$ cat src/rtl/operand_fetch.sv
// Operand fetch stage: reads the register file, bypasses writeback, tracks busy destinations.
// Optional OPFETCH_STALL_CNT_EN adds a stall_cycles counter port.
module operand_fetch #(
  parameter int AWIDTH = 5,
  parameter int DWIDTH = 32
) (
  input  logic              clk,
  input  logic              rst_n,
`ifdef OPFETCH_STALL_CNT_EN
  output logic [31:0]       stall_cycles,
`endif
  input  logic              in_valid,
  output logic              in_ready,
  input  logic [AWIDTH-1:0] in_rs1,
  input  logic [AWIDTH-1:0] in_rs2,
  input  logic [AWIDTH-1:0] in_rd,
  input  logic              in_rd_wen,
  output logic [AWIDTH-1:0] rf_raddr1,
  output logic [AWIDTH-1:0] rf_raddr2,
  input  logic [DWIDTH-1:0] rf_rdata1,
  input  logic [DWIDTH-1:0] rf_rdata2,
  input  logic              wb_valid,
  input  logic [AWIDTH-1:0] wb_rd,
  input  logic [DWIDTH-1:0] wb_data,
  output logic              out_valid,
  input  logic              out_ready,
  output logic [DWIDTH-1:0] out_rs1_data,
  output logic [DWIDTH-1:0] out_rs2_data,
  output logic [AWIDTH-1:0] out_rd,
  output logic              out_rd_wen
);

  localparam int NREG = 1 << AWIDTH;

  logic [NREG-1:0]   busy_q, busy_d;
  logic              out_valid_q, out_valid_d;
  logic [DWIDTH-1:0] out_rs1_data_q, out_rs1_data_d;
  logic [DWIDTH-1:0] out_rs2_data_q, out_rs2_data_d;
  logic [AWIDTH-1:0] out_rd_q, out_rd_d;
  logic              out_rd_wen_q, out_rd_wen_d;

  logic wbhit_rs1, wbhit_rs2, wbhit_rd;
  logic raw1, raw2, waw, hazard, accept;
  logic [DWIDTH-1:0] src1, src2;

  assign rf_raddr1 = in_rs1;
  assign rf_raddr2 = in_rs2;

  assign wbhit_rs1 = wb_valid && (wb_rd == in_rs1) && (in_rs1 != '0);
  assign wbhit_rs2 = wb_valid && (wb_rd == in_rs2) && (in_rs2 != '0);
  assign wbhit_rd  = wb_valid && (wb_rd == in_rd)  && (in_rd  != '0);

  // A writeback landing this cycle resolves the hazard it would otherwise cause.
  assign raw1   = (in_rs1 != '0) && busy_q[in_rs1] && !wbhit_rs1;
  assign raw2   = (in_rs2 != '0) && busy_q[in_rs2] && !wbhit_rs2;
  assign waw    = in_rd_wen && (in_rd != '0) && busy_q[in_rd] && !wbhit_rd;
  assign hazard = raw1 || raw2 || waw;

  assign in_ready = rst_n && !hazard && (!out_valid_q || out_ready);
  assign accept   = in_valid && in_ready;

  assign src1 = (in_rs1 == '0) ? '0 : (wbhit_rs1 ? wb_data : rf_rdata1);
  assign src2 = (in_rs2 == '0) ? '0 : (wbhit_rs2 ? wb_data : rf_rdata2);

  always_comb begin
    out_valid_d    = out_valid_q;
    out_rs1_data_d = out_rs1_data_q;
    out_rs2_data_d = out_rs2_data_q;
    out_rd_d       = out_rd_q;
    out_rd_wen_d   = out_rd_wen_q;
    if (accept) begin
      out_valid_d    = 1'b1;
      out_rs1_data_d = src1;
      out_rs2_data_d = src2;
      out_rd_d       = in_rd;
      out_rd_wen_d   = in_rd_wen;
    end else if (out_ready) begin
      out_valid_d = 1'b0;
    end
  end

  // Set beats clear on the same index; register 0 is never busy.
  always_comb begin
    busy_d = busy_q;
    for (int r = 1; r < NREG; r++) begin
      if (accept && in_rd_wen && (in_rd == AWIDTH'(r))) begin
        busy_d[r] = 1'b1;
      end else if (wb_valid && (wb_rd == AWIDTH'(r))) begin
        busy_d[r] = 1'b0;
      end
    end
    busy_d[0] = 1'b0;
  end

  always_ff @(posedge clk) begin
    if (!rst_n) begin
      busy_q         <= '0;
      out_valid_q    <= 1'b0;
      out_rs1_data_q <= '0;
      out_rs2_data_q <= '0;
      out_rd_q       <= '0;
      out_rd_wen_q   <= 1'b0;
    end else begin
      busy_q         <= busy_d;
      out_valid_q    <= out_valid_d;
      out_rs1_data_q <= out_rs1_data_d;
      out_rs2_data_q <= out_rs2_data_d;
      out_rd_q       <= out_rd_d;
      out_rd_wen_q   <= out_rd_wen_d;
    end
  end

  assign out_valid    = out_valid_q;
  assign out_rs1_data = out_rs1_data_q;
  assign out_rs2_data = out_rs2_data_q;
  assign out_rd       = out_rd_q;
  assign out_rd_wen   = out_rd_wen_q;

`ifdef OPFETCH_STALL_CNT_EN
  logic [31:0] stall_cnt_q, stall_cnt_d;

  always_comb begin
    stall_cnt_d = stall_cnt_q;
    if (in_valid && !in_ready) begin
      stall_cnt_d = stall_cnt_q + 32'd1;
    end
  end

  always_ff @(posedge clk) begin
    if (!rst_n) begin
      stall_cnt_q <= '0;
    end else begin
      stall_cnt_q <= stall_cnt_d;
    end
  end

  assign stall_cycles = stall_cnt_q;
`endif

endmodule

$ cat config.mk
export PLATFORM = sky130hd
export DESIGN_NAME = operand_fetch
export DESIGN_NICKNAME = d
export VERILOG_FILES = /design/src/rtl/operand_fetch.sv
export SDC_FILE = /design/constraint.sdc
export NUM_CORES = 1
export LEC_CHECK = 0
export CELL_PAD_IN_SITES_DETAIL_PLACEMENT = 1
export CELL_PAD_IN_SITES_GLOBAL_PLACEMENT = 1
export CORE_AREA = 8 8 153 155
export DETAILED_ROUTE_END_ITERATION = 7
export DIE_AREA = 0 0 161 163
export PLACE_DENSITY_LB_ADDON = 0.3
export SLEW_MARGIN = 5
export SYNTH_ARGS = -nofsm -noshare
export SYNTH_HDL_FRONTEND = slang
export SYNTH_SLANG_ARGS = --single-unit
$ cat constraint.sdc
create_clock -name clk -period 5.75 [get_ports clk]
set_input_delay 0.575 -clock clk [delete_from_list [all_inputs] [get_ports clk]]
set_output_delay 0.575 -clock clk [all_outputs]
set_load 0.03 [all_outputs]
== Word-level counts from Yosys, hierarchy flattened ==
Cells that the tools add are included.

* Add/sub/neg operators: 0
* Multipliers: 0
* Div/mod/pow operators: 0
* Magnitude comparators: 3
* Eq/ne operators: 65
* Shift operators: 0
* Multiplexer cells: 74
* Bitwise operators: 0
* Reduce and logical (&&, ||, !) cells: 124

{| class="wikitable"
|+ Operators by type and width
! operator !! count
|-
| $eq A5 B5 Y1 const B || 32
|-
| $mux W32 || 4
|-
| $eq A5 B4 Y1 const B || 16
|-
| $logic_and A1 B1 Y1 || 79
|-
| $mux W1 || 67
|-
| $reduce_bool A2 Y1 || 32
|-
| $eq A5 B3 Y1 const B || 8
|-
| $eq A5 B2 Y1 const B || 4
|-
| $lt A5 B6 Y1 const B || 3
|-
| $bmux W1 S5 || 3
|-
| $eq A5 B5 Y1 || 3
|-
| $reduce_bool A5 Y1 || 3
|-
| $eq A5 B1 Y1 const B || 2
|-
| $logic_not A5 Y1 || 2
|-
| $logic_not A1 Y1 || 5
|-
| $logic_or A1 B1 Y1 || 3
|}

* Bits in registers: 103
* Latch bits: 0
* Bits in writable memories: 0
* Bits in read-only memories: 0
* Input bits: 122
* Memories: 0

== Depth between registers and ports, before layout ==
* Depth after elaboration: 14
* Mapped depth: 10
* Mapped depth without buffers: 6

== Worst setup path after synthesis ==
No wires, ideal clock.

* Kind: input to output
* From: input in_rd[0]
* To: output in_ready
* Arrival time: 2.243 ns
* Required time: 5.175 ns
* Setup slack: 2.932 ns
* Stages on the path: 7
* Buffers on the path: 1
* Cells stage by stage: buf_2 -> mux4_2 -> nor3_1 -> a31oi_1 -> o2111ai_1 -> nand3_1 -> nor2_1

* Cells in the longest elaborated chain, start to end: 9

{| class="wikitable"
|+ RTL lines
! element !! RTL line !! text
|-
| start, declared || 16 || <nowiki>input logic [AWIDTH-1:0] in_rd,</nowiki>
|-
| branches (longest 4 deep; another with $bmux W1 S5) || -- ||
|-
| $logic_and A1 B1 Y1 * || 56 || <nowiki>assign waw = in_rd_wen && (in_rd != '0) && busy_q[in_rd] && !wbhit_rd;</nowiki>
|-
| $logic_or A1 B1 Y1 * || 57 || <nowiki>assign hazard = raw1 || raw2 || waw;</nowiki>
|-
| $logic_not A1 Y1 * || 59 || <nowiki>assign in_ready = rst_n && !hazard && (!out_valid_q || out_ready);</nowiki>
|-
| $logic_and A1 B1 Y1 * (2 in a row) || 59 ||
|-
| end, declared || 13 || <nowiki>output logic in_ready,</nowiki>
|}

Every way passes the cells marked *. The select of a mux whose other input is x is not followed.

== Worst setup path after layout ==
Ends and elaborated chain as after synthesis.

==> out/results.ini <==
[status]
status = completed

[global_route]
grt_pass1_vias = 6111
grt_use_total_pct = 17.6
antenna_found_initial = 0
overflow = 0
grt_first_pass_wirelength_microns = 36300
grt_max_degree = 103

[timing]
fin_tns_setup_ns = 0
finalCritPeriodShare_pct = 74.7
hold_viol_final = 0
finalSetupViolCount = 0
holdWs_ns = 0.461
grt_setup_unrepaired = false
slew_violations = 0
skew_ns = 0.0122
worst_pin_slew_ns = 1.08
relSlewSlack_pct = 27.7
finalCriticalPeriod_ns = 4.29
fmax_ghz = 0.233

[clock_tree]
cts_resized = 0
cts_hold_buf = 0
cts_tree = done
cts_root_buf = clkbuf_16
cts.clk_slew.worst_paths_ns = 0.07
cts_buffers = 9
cts_setup_buffers = 0
h-tree-depth = 3
clk_latency_ns = 0.36
clk_path_buf_depth = 2
clock-sinks = 102

[synth]
synth_ff_type = dfxtp_1
syn_area_per_cell_sq_um = 9.10
syn_area_sq_um = 6160
yosysWarnings = 0
synth-edff-count = 0
synth_top_area_share_pct = 33.1
yosysSeqAreaShare_pct = 33.1
synth_nets = 799
synthTopCellsByArea = dfxtp_1 33%, mux2i_1 13%, mux2_2 11%, nand2_1 10%, mux4_2 6.2%
synth_most_common_cell = nand2_1
synth.distinct_cells = 44
synth_common_cells = 169 x nand2_1, 102 x dfxtp_1, 80 x mux2i_1
yosysTopAreaCell = dfxtp_1
synthArstFlopShare_pct = 0
syn_inst = 677
ys_ff_latch = 102

[route]
via_per_inst = 5.07
ant_nets = 0
drt_first_pass_iters = 4
totalWireLength_microns = 23200
route.detailed.drc = 0
vias = 5591
wire_per_inst_microns = 21.0
initialDrtViolationCount = 318

[layout]
diodes = 0
layoutNonFillerInstCount = 1103
area_growth_pct = 37.9
fin_area_sq_um = 8500
final_layout_size_suffix_gt1_share_pct = 13.4
nNetsFinal = 945

[job]
max-cap-violations = 0

[floorplanning]
start_util_pct = 29.6
die_h_microns = 163
rows = 53
core_sq_um = 20800
die_x_microns = 161
dieArea_sq_um = 26200
ios = 204

[power_and_ir_drop]
leakage_uw = 0.00334
power.density_nw_per_um2 = 205
total_power_uw = 1740
peakVddDrop_mv = 0.119

[critical_path]
r2r_slack_ns = 3.20
r2r-end = busy_q[4]$_SDFFE_PN0P_
endpoint_kind = output port
rr_startpoint = busy_q[4]$_SDFFE_PN0P_
required_ns = 5.18
start_kind = input pin
cp_max_fo = 17
worst-setup-path-type = in -> out
crit_arrival_ns = 3.72
crit_start = in_rd[0]
r2r_cells = 7

[min_path]
hp-class = reg -> reg
min-delay-start = out_rs2_data[0]$_SDFFE_PN0P_
min_to = out_rs2_data[0]$_SDFFE_PN0P_
whs_path_depth = 2

[placement]
hpwlAfterDp_microns = 17100
io_buffers = 203
gp_congestion = 0.852
placedInstanceArea_sq_um = 8210
dp.cells = 1087

-- power by group --
group	internal [uW]	switching [uW]	leakage (uW)	total [uW]
clock	312	296	0.000137	608
combinational	185	207	0.00238	392
sequential	727	11.4	0.000826	739
total	1220	514	0.00334	1740
-- worst max-delay path by stage --
stage	to	depth (start not counted)
6_report	in_ready	8
5_1_grt	in_ready	8
4_1_cts	in_ready	8
3_5_place_dp	in_ready	8
3_3_place_gp	in_ready	8
2_1_floorplan	in_ready	7
-- per-stage QoR --
stage | utilization (%) | setup slack, ns
finish | 40.8 | 1.46
global route | 40.8 | 1.13
CTS | 40.8 | 1.44
detailed placement | 39.4 | 1.45
global placement | 39.4 | 1.48
floorplan | - | 2.93
-- cell type report --
| type | instances | area (sq um) |
|---|---|---|
| Clock inverter | 6 | 52.6 |
| Inverter | 6 | 22.5 |
| Clock buffer | 10 | 239 |
| Tap cell | 275 | 344 |
| Sequential cell | 102 | 2040 |
| Timing Repair Buffer | 207 | 2070 |
| Fill cell | 2413 | 12300 |
| Multi-Input combinational cell | 497 | 3730 |
-- cells by family after synthesis --
| group | count (synthesis) | synth area share, % |
|---|---|---|
| AND/OR/NAND/NOR | 234 | 16.0 |
| multiplexers | 167 | 32.1 |
| flip-flops | 102 | 33.1 |
| AO/OA/AOI/OAI | 81 | 9.87 |
| buffers and inverters | 78 | 6.78 |
| XOR/XNOR | 15 | 2.13 |
-- state kept, by name (all words and copies together) (netlist names) --
name	flops
out_rs1_data	32
out_rs2_data	32
busy_q	31
out_rd	5
out_rd_wen	1
out_valid	1
-- critical path, cell delays in order --
cell             delay [ns]
clkdlybuf4s50_1        1.05
mux4_2                 0.60
nand2_1                0.10
a31oi_1                0.09
o2111ai_1              0.37
nand3_1                0.12
nor2_1                 0.12
clkdlybuf4s50_1        0.68
-- cell usage in the layout (no fill, tap or decap), drive strengths merged, types with 16 or more instances in the layout --
cell / Yosys / routed
o31ai: 16 / 16
nand2: 169 / 169
o21ai: 16 / 16
dfxtp: 102 / 102
clkdlybuf4s50: 0 / 202
mux2i: 80 / 80
mux4: 17 / 17
mux2: 70 / 70
o211ai: 31 / 31
-- layer usage --
metal / routed length [microns] / up-vias / global-route usage (%)
met4: 418 / 0 / 5.30
met5: 0 / - / 0
met3: 2090 / 20 / 7.23
met1: 9790 / 2704 / 20.9
li1: - / 2679 / -
met2: 10900 / 188 / 28.8
(Power assumes the default switching activity.)
